`config.mk`:
```
export PLATFORM = sky130hd
export DESIGN_NAME = ps2_host_tx
export DESIGN_NICKNAME = d
export VERILOG_FILES = /design/src/rtl/ps2_host_tx.sv
export SDC_FILE = /design/constraint.sdc
export NUM_CORES = 1
export LEC_CHECK = 0
export ABC_AREA = 1
export CELL_PAD_IN_SITES_DETAIL_PLACEMENT = 2
export CELL_PAD_IN_SITES_GLOBAL_PLACEMENT = 2
export CORE_AREA = 2 2 138 73
export DETAILED_ROUTE_END_ITERATION = 8
export DIE_AREA = 0 0 140 75
export PLACE_DENSITY_LB_ADDON = 0.05
export RECOVER_POWER = 100
export SLEW_MARGIN = 0
export SYNTH_ARGS = -nofsm -noshare
export SYNTH_HDL_FRONTEND = slang
export SYNTH_SLANG_ARGS = --single-unit
```
`constraint.sdc`:
```
create_clock -name Clock -period 3.2 [get_ports Clock]
set_clock_uncertainty 0.1 [all_clocks]
set_input_delay 0.64 -clock Clock [delete_from_list [all_inputs] [get_ports Clock]]
set_output_delay 0.64 -clock Clock [all_outputs]
set_load 0.01 [all_outputs]
```
`src/rtl/ps2_host_tx.sv`:
```
// PS/2 host-to-device command transmitter: inhibit, request-to-send, 11-bit frame out, ACK check.
// Both open-drain lines are driven through *_oe (1 = pull low, 0 = release to pull-up).
module ps2_host_tx #(
    parameter int unsigned INHIBIT_CYCLES = 5000,
    parameter int unsigned TIMEOUT_CYCLES = 750000
) (
    input  logic       Clock,
    input  logic       nReset,
    input  logic [7:0] cmd_data,
    input  logic       cmd_valid,
    input  logic       ps2_clk_in,
    input  logic       ps2_dat_in,
    output logic       ps2_clk_oe,
    output logic       ps2_dat_oe,
    output logic       busy,
    output logic       done,
    output logic       error
);
    localparam int unsigned INH_W   = (INHIBIT_CYCLES > 1) ? $clog2(INHIBIT_CYCLES) : 1;
    localparam int unsigned TO_W    = $clog2(TIMEOUT_CYCLES + 1);
    localparam int unsigned IDX_W   = 4;
    localparam int unsigned FRAME_W = 9;
    localparam logic [IDX_W-1:0] STOP_IDX = IDX_W'(FRAME_W);

    typedef enum logic [2:0] {
        S_IDLE,
        S_INHIBIT,
        S_REQ,
        S_SEND,
        S_ACK,
        S_WAIT_IDLE
    } state_e;

    state_e               state_q, state_d;
    logic [FRAME_W-1:0]   frame_q, frame_d;
    logic [INH_W-1:0]     inh_cnt_q, inh_cnt_d;
    logic [IDX_W-1:0]     bit_idx_q, bit_idx_d;
    logic [TO_W-1:0]      to_cnt_q, to_cnt_d;
    logic [1:0]           clk_sync_q, clk_sync_d;
    logic [1:0]           dat_sync_q, dat_sync_d;
    logic                 clk_prev_q, clk_prev_d;
    logic                 clk_oe_q, clk_oe_d;
    logic                 dat_oe_q, dat_oe_d;
    logic                 busy_q, busy_d;
    logic                 done_q, done_d;
    logic                 error_q, error_d;

    logic clk_s_c, dat_s_c, fe_c, timed_c, expire_c;

    // Two-flop synchronizers plus one history flop for falling-edge detection
    always_comb begin
        clk_sync_d = {clk_sync_q[0], ps2_clk_in};
        dat_sync_d = {dat_sync_q[0], ps2_dat_in};
        clk_prev_d = clk_sync_q[1];
    end

    assign clk_s_c  = clk_sync_q[1];
    assign dat_s_c  = dat_sync_q[1];
    assign fe_c     = clk_prev_q & ~clk_s_c;
    assign timed_c  = state_q inside {S_SEND, S_ACK, S_WAIT_IDLE};
    assign expire_c = timed_c && !fe_c && (to_cnt_q == TO_W'(TIMEOUT_CYCLES - 1));

    // Next-state and registered-output logic
    always_comb begin
        state_d   = state_q;
        frame_d   = frame_q;
        inh_cnt_d = inh_cnt_q;
        bit_idx_d = bit_idx_q;
        to_cnt_d  = to_cnt_q;
        clk_oe_d  = 1'b0;
        dat_oe_d  = 1'b0;
        done_d    = 1'b0;
        error_d   = 1'b0;

        if (timed_c) begin
            to_cnt_d = fe_c ? '0 : to_cnt_q + TO_W'(1);
        end

        case (state_q)
            S_IDLE: begin
                if (cmd_valid) begin
                    frame_d   = {~^cmd_data, cmd_data};
                    inh_cnt_d = '0;
                    clk_oe_d  = 1'b1;
                    state_d   = S_INHIBIT;
                end
            end
            S_INHIBIT: begin
                clk_oe_d = 1'b1;
                if (inh_cnt_q == INH_W'(INHIBIT_CYCLES - 1)) begin
                    dat_oe_d = 1'b1;
                    state_d  = S_REQ;
                end else begin
                    inh_cnt_d = inh_cnt_q + INH_W'(1);
                end
            end
            S_REQ: begin
                // Start bit stays on the data line once the clock is released
                dat_oe_d  = 1'b1;
                bit_idx_d = '0;
                to_cnt_d  = '0;
                state_d   = S_SEND;
            end
            S_SEND: begin
                if (expire_c) begin
                    error_d = 1'b1;
                    state_d = S_IDLE;
                end else begin
                    dat_oe_d = dat_oe_q;
                    if (fe_c) begin
                        if (bit_idx_q == STOP_IDX) begin
                            dat_oe_d = 1'b0;
                            state_d  = S_ACK;
                        end else begin
                            dat_oe_d  = ~frame_q[bit_idx_q];
                            bit_idx_d = bit_idx_q + IDX_W'(1);
                        end
                    end
                end
            end
            S_ACK: begin
                if (expire_c) begin
                    error_d = 1'b1;
                    state_d = S_IDLE;
                end else if (fe_c) begin
                    if (dat_s_c) begin
                        error_d = 1'b1;
                        state_d = S_IDLE;
                    end else begin
                        state_d = S_WAIT_IDLE;
                    end
                end
            end
            S_WAIT_IDLE: begin
                if (clk_s_c && dat_s_c) begin
                    done_d  = 1'b1;
                    state_d = S_IDLE;
                end else if (expire_c) begin
                    error_d = 1'b1;
                    state_d = S_IDLE;
                end
            end
            default: begin
                state_d = S_IDLE;
            end
        endcase

        busy_d = (state_d != S_IDLE);
    end

    always_ff @(posedge Clock or negedge nReset) begin
        if (!nReset) begin
            state_q    <= S_IDLE;
            frame_q    <= '0;
            inh_cnt_q  <= '0;
            bit_idx_q  <= '0;
            to_cnt_q   <= '0;
            clk_sync_q <= 2'b11;
            dat_sync_q <= 2'b11;
            clk_prev_q <= 1'b1;
            clk_oe_q   <= 1'b0;
            dat_oe_q   <= 1'b0;
            busy_q     <= 1'b0;
            done_q     <= 1'b0;
            error_q    <= 1'b0;
        end else begin
            state_q    <= state_d;
            frame_q    <= frame_d;
            inh_cnt_q  <= inh_cnt_d;
            bit_idx_q  <= bit_idx_d;
            to_cnt_q   <= to_cnt_d;
            clk_sync_q <= clk_sync_d;
            dat_sync_q <= dat_sync_d;
            clk_prev_q <= clk_prev_d;
            clk_oe_q   <= clk_oe_d;
            dat_oe_q   <= dat_oe_d;
            busy_q     <= busy_d;
            done_q     <= done_d;
            error_q    <= error_d;
        end
    end

    assign ps2_clk_oe = clk_oe_q;
    assign ps2_dat_oe = dat_oe_q;
    assign busy       = busy_q;
    assign done       = done_q;
    assign error      = error_q;

endmodule

```
==> results of run 1 <==
state kept, by name (all words and copies together), names as in the netlist:
signal and count:
bit_idx_q 4, clk_prev_q 1, ps2_clk_oe 1, ps2_dat_oe 1
error 1, state_q 3, frame_q 9, done 1
inh_cnt_q 13, to_cnt_q 20, busy 1, dat_sync_q 2
clk_sync_q 2
worst paths after layout:
check | from | endpoint | slack (ns) | cells after the start
setup / recovery | clk_prev_q$_DFF_PN1_ | busy$_DFF_PN0_ | 0.75 | 10
hold / removal | dat_sync_q[0]$_DFF_PN1_ | dat_sync_q[1]$_DFF_PN1_ | 0.26 | 0
setup reg to reg | clk_prev_q$_DFF_PN1_ | busy$_DFF_PN0_ | 0.75 | 10
hold reg to reg | dat_sync_q[0]$_DFF_PN1_ | dat_sync_q[1]$_DFF_PN1_ | 0.26 | 0
max in group asynchronous | nReset | to_cnt_q[17]$_DFFE_PN0P_ | 0.90 | 2
min in group asynchronous | nReset | to_cnt_q[19]$_DFFE_PN0P_ | 0.67 | 1
cells by family (layout without fill, tap and decap cells):
family | Yosys count | count (layout)
buffers and inverters | 69 | 97
XOR/XNOR | 15 | 15
AO/OA/AOI/OAI | 63 | 63
adder cells (fa/ha/maj) | 4 | 4
AND/OR/NAND/NOR | 240 | 240
flip-flops | 59 | 59
synth_stat cells, types with 6 or more instances:
cell type and n:
nand3_1 41, nand2_2 9, nor2_1 39, nor2_2 6, nand4_1 14, dfrtp_1 54
inv_1 53, a21oi_1 6, o21ai_0 26, nor3_1 11, xor2_1 10, inv_2 8
o21ai_1 13, nand2_1 105
cell type report:
cell class	count	area (um2)	area share
Multi-Input combinational cell	322	1644	0.4152
Sequential cell	59	1483	0.3744
Inverter	62	235.2	0.05940
Clock buffer	10	229.0	0.05782
Timing Repair Buffer	19	175.2	0.04423
Tap cell	121	151.4	0.03823
Clock inverter	6	42.54	0.01074
critical path: stages (launching register included):
cell and delay [ns]:
dfstp_2 0.52, inv_1 0.03, nor2_1 0.27, inv_1 0.20, nand2_1 0.44, inv_4 0.18, nand2_1 0.27, nand3_1 0.10
nand2_1 0.14, nor2_1 0.07, nand2_1 0.06
routing by layer:
| layer | GRT usage | wire [um] | vias up | part of all wire |
|---|---|---|---|---|
| met1 | 0.3653 | 6449 | 1622 | 0.55 |
| met2 | 0.3404 | 4597 | 45 | 0.39 |
| li1 | - | - | 1527 | - |
| met5 | 0 | 0 | - | 0 |
| met3 | 0.07188 | 520 | 11 | 0.045 |
| met4 | 0.04714 | 86 | 0 | 0.0074 |
power by group:
| part | internal, mW | switching, mW |
|---|---|---|
| logic | 0.0222 | 0.0297 |
| clock network | 0.523 | 0.364 |
| registers | 0.752 | 0.00128 |
stage by stage:
step | std cells | utilization | power [mW]
detailed placement | 583 | 0.4050 | 0.8222
global route | 599 | 0.4292 | 1.745
global placement | 583 | 0.4050 | 0.8212
finish | 599 | 0.4292 | 1.692
CTS | 599 | 0.4344 | 1.719
floorplan | 450 | - | 0.7836
==> impl_metrics.toml, run 1 <==
[placement]
portBuffers = 17
dpl-instance-area_um2 = 3737
gp_congestion = 0.8226
hpwl_um = 8751
place_ws_ns = 1.054

[sta]
grt_setup_unrepaired = "no"
period_needed_ns = 2.454
slew_headroom = -0.1711
drv_slew = 32
setup_tns_ns = 0
setup_viol = 0
worst_slack_ns = 0.7463
fin_crit_sh = 0.7668
finalHoldViolations = 0
max_freq_mhz = 407.5
whs_ns = 0.2565
tightest_slew_ns = 1.757

[logic_synthesis]
ys_types = 43
synth_area_um2 = 3455
yosysTopAreaCell = "dfrtp_1"
synthMuxAreaShare = 0
syn_nets = 467
synth_top_family_by_area = "simple AND/OR/NAND/NOR gates"
synth_fa_ha_area_frac = 0.01449
ys_warn_count = 0
synth_top_area_frac = 0.3912
seq_area_frac_synth = 0.4292
ys_seq_elements = 59
synth_edf_count = 0
netlist_top_cells_area = "dfrtp_1, nand2_1, nand3_1"
async_flop_share = 1.000
synth_flop_cell = "dfrtp_1"
synth-xor-area-share = 0.03803
syn_area_per_cell_um2 = 7.677
synth_compound_area_frac = 0.1054
synthSimpleGateAreaFrac = 0.3307
syn_inst = 450

[final_layout]
drive_gt1_frac = 0.1046
areaGrowthSynthToFinish_pct = 14.63
mostFrequentLayoutCells = "nand2_1, dfrtp_1, inv_1"
nets = 490
n_fill_cell = 1053
antennaDiodeCount = 0
final_common_cell = "nand2_1"
final_area_um2 = 3960

[route]
drt_pass1_iterations = 4
drtIter0Drc = 138
routed_wl_um = 11650
drtAntennaViolNets = 0
vias = 3205
detail_route.wl_per_cell_um = 19.46
vias_per_cell = 5.351
drc = 0

[floorplan]
io_pins = 18
core_area_um2 = 9228
start_util = 0.3744
die_h_um = 75
dieArea_um2 = 10500
dieWidth_um = 140
core.rowCount = 25

[grt]
grt_pass1_wl_um = 19090
grt_pass1_vias = 3388
grt_usage = 0.2411
grt_overflow = 0
grt_start_max_net_pins = 32
antenna_found_initial = 0

[setup_path]
worstSetupPathType = "flip-flop to flip-flop"
crit_fanout = 13
cp.arrival_ns = 2.62
critPathRequiredTime_ns = 3.37
cp-start-kind = "flip-flop"
critPathCaptureType = "flip-flop"

[min_path]
holdCritPathClass = "flip-flop to flip-flop"

[pwr]
leakage_nw = 1.725
ir_worst_vdd_v = 0.0002377
p_per_area_nw_per_um2 = 427.3

[clocking]
cts_setup_buffers = 0
h-tree-depth = 3
numCtsBuffers = 9
post_cts_resized = 0
clkLatencyLatePin_ns = 0.33
cts_sinks = 59
clockBufferDepth = 2
cts_hold_buffers = 0
cts_tree = "done"
clkTransAtPathRegs_ns = 0.06
cts_root_buf = "clkbuf_16"

[run]
cap_violations = 1

[status]
status = "finished, violations left"
violations = "max-capacitance violations, max-slew violations"
No activity file was read; power rests on OpenSTA's default activity.
==> run 2: changes to the inputs <==
CORE_AREA = 2 2 142 75   (was 2 2 138 73)
DIE_AREA = 0 0 144 77   (was 0 0 140 75)
clock period = 2.3 ns   (was 3.2 ns; I/O delays follow)
==> run 2 against run 1 <==
  * The flow still finishes with violations (max-capacitance violations, max-slew violations)
  * Critical path type unchanged
  * Largest power group unchanged
  * Global-route usage decreased by 1.0 points
  * Clock power rose by 84%
  * Count of clock-buffer cells in the layout rose by 2
  * Highest routed layer unchanged
  * Cell area grew 3.7%
  * Register-to-register slack got worse by 0.55 ns
  * Sequential cell count stayed put
  * Worst hold slack got worse by 0.0026 ns
  * Largest cell class unchanged
  * Utilization fell by 1.2 points
  * Final cell count is 3.3% higher
  * Non-clock buffer count grew 1
==> impl_metrics.toml, run 2 (same netlist as run 1, synthesis figures left out) <==
[final_layout]
areaGrowthSynthToFinish_pct = 18.91
reg.largest.list = "to_cnt_q: 20 flops, inh_cnt_q: 13 flops, frame_q: 9 flops"
largest-register = "to_cnt_q"
drive_gt1_frac = 0.1127
antennaDiodeCount = 0
largest_reg_flops = 20
mostFrequentLayoutCells = "nand2_1, inv_1, dfrtp_1"
nets = 491
final_common_cell = "nand2_1"
final_area_um2 = 4108

[floorplan]
io_pins = 18
dieArea_um2 = 11090
core_area_um2 = 9857
die_h_um = 77
start_util = 0.3505
core.rowCount = 26
dieWidth_um = 144

[clocking]
numCtsBuffers = 9
cts_tree = "done"
cts_sinks = 59
h-tree-depth = 3
clockBufferDepth = 2
clkLatencyLatePin_ns = 0.33
cts_root_buf = "clkbuf_16"
clkTransAtPathRegs_ns = 0.05
cts_hold_buffers = 0

[setup_path]
crit_fanout = 7
cp-start-kind = "flip-flop"
cp.arrival_ns = 2.22
crit_chain = "ha_4, nand2_2, nor2_4, nand3_1, nor2_1, nand3_1, nand3_1, nand2_1, nor2_2, nand2_1"
crit_top_cell = "nand3_1"
critPathRequiredTime_ns = 2.41
critPathCaptureType = "flip-flop"
cp_top_family = "simple AND/OR/NAND/NOR gates"
path_buf_inv = 0
rrSetupSlack_ns = 0.19
r2r_end = "busy$_DFF_PN0_"
r2r_start = "to_cnt_q[0]$_DFFE_PN0P_"
worstSetupPathType = "flip-flop to flip-flop"
crit_path_end = "busy$_DFF_PN0_"
slowest_delay_ns = 0.52
slowest_stage = "dfrtp_1"
r2r_cells = 10
worstSetupStartpoint = "to_cnt_q[0]$_DFFE_PN0P_"
path_depth = 10

[sta]
fin_crit_sh = 0.9155
tightest_slew_ns = 1.581
whs_ns = 0.2540
period_needed_ns = 2.106
worst_slack_ns = 0.1943
finalHoldViolations = 0
drv_slew = 60
max_freq_mhz = 474.9
setup_tns_ns = 0
grt_setup_unrepaired = "no"
slew_headroom = -0.05405
setup_viol = 0

[pwr]
p_per_area_nw_per_um2 = 669.7
pwr-share-comb = 0.027
leakage_nw = 1.803
switching_share = 0.1919
power.share.clock = 0.592
ir_worst_vdd_v = 0.0003245
finalPower_mw = 2.751
power_switching_mw = 0.5278
intPower_mw = 2.223
pwr-share-seq = 0.381

[min_path]
holdCritPathClass = "flip-flop to flip-flop"

[route]
detail_route.wl_per_cell_um = 18.86
vias = 3134
drtAntennaViolNets = 0
drc = 0
drtIter0Drc = 201
routed_wl_um = 11670
vias_per_cell = 5.063
drt_pass1_iterations = 4

[grt]
antenna_found_initial = 0
grt_overflow = 0
grt_pass1_vias = 3337
grt_start_max_net_pins = 60
grt_usage = 0.2308
grt_pass1_wl_um = 19340

[placement]
gp_congestion = 0.8322
place_ws_ns = 0.07545
hpwl_um = 8588
portBuffers = 17
dpl-instance-area_um2 = 3781

[run]
cap_violations = 1

[status]
status = "finished, violations left"
violations = "max-capacitance violations, max-slew violations"
[run 2: worst min path at each step]
stage,from,end,slack (ns),cells after the start
after global placement,dat_sync_q[0]$_DFF_PN1_,dat_sync_q[1]$_DFF_PN1_,0.25,0
after floorplan,nReset,bit_idx_q[0]$_DFFE_PN0P_,0.06,0
after global routing,dat_sync_q[0]$_DFF_PN1_,dat_sync_q[1]$_DFF_PN1_,0.26,0
after detailed placement,dat_sync_q[0]$_DFF_PN1_,dat_sync_q[1]$_DFF_PN1_,0.25,0
final,dat_sync_q[0]$_DFF_PN1_,dat_sync_q[1]$_DFF_PN1_,0.25,0
after CTS,nReset,to_cnt_q[14]$_DFFE_PN0P_,0.06,2
[run 2: timing repair]
item / in CTS / in global routing
buffers inserted: 0 / 0
endpoints found under the hold margin: 0 / 0
setup endpoints to repair: 0 / 2
resized for setup: 0 / 2
[run 2: power by group through the flow]
stage	sequential [mW]	clock, mW	combinational (mW)
floorplan	1.07	0	0.0239
global placement	1.07	0	0.0786
detailed placement	1.07	0	0.0804
CTS	1.05	1.67	0.0811
global route	1.05	1.73	0.0823
finish	1.05	1.63	0.0735
[run 2: final cells by class]
| class | count | area (um2) |
|---|---|---|
| inverter | 62 | 235.2 |
| multi-input combinational | 322 | 1668 |
| sequential | 59 | 1483 |
| tap | 140 | 175.2 |
| timing repair buffer | 20 | 185.2 |
| clock buffer | 12 | 266.5 |
| fill | 1150 | 5749 |
| clock inverter | 4 | 95.09 |
[run 2: through the flow]
stage                       util  std cells
after floorplan                -        450
after global placement    0.3836        603
after detailed placement  0.3836        603
after CTS                 0.4203        619
after global routing      0.4167        619
final                     0.4167        619
[run 2: per-layer routing]
| metal | wire length (um) | global-route usage | share of wire | vias up |
|---|---|---|---|---|
| met2 | 4677 | 0.3090 | 0.40 | 46 |
| met4 | 36 | 0.04412 | 0.0031 | 0 |
| met1 | 6499 | 0.3717 | 0.56 | 1565 |
| met3 | 459 | 0.05122 | 0.039 | 4 |
| met5 | 0 | 0 | 0 | - |
| li1 | - | - | - | 1519 |
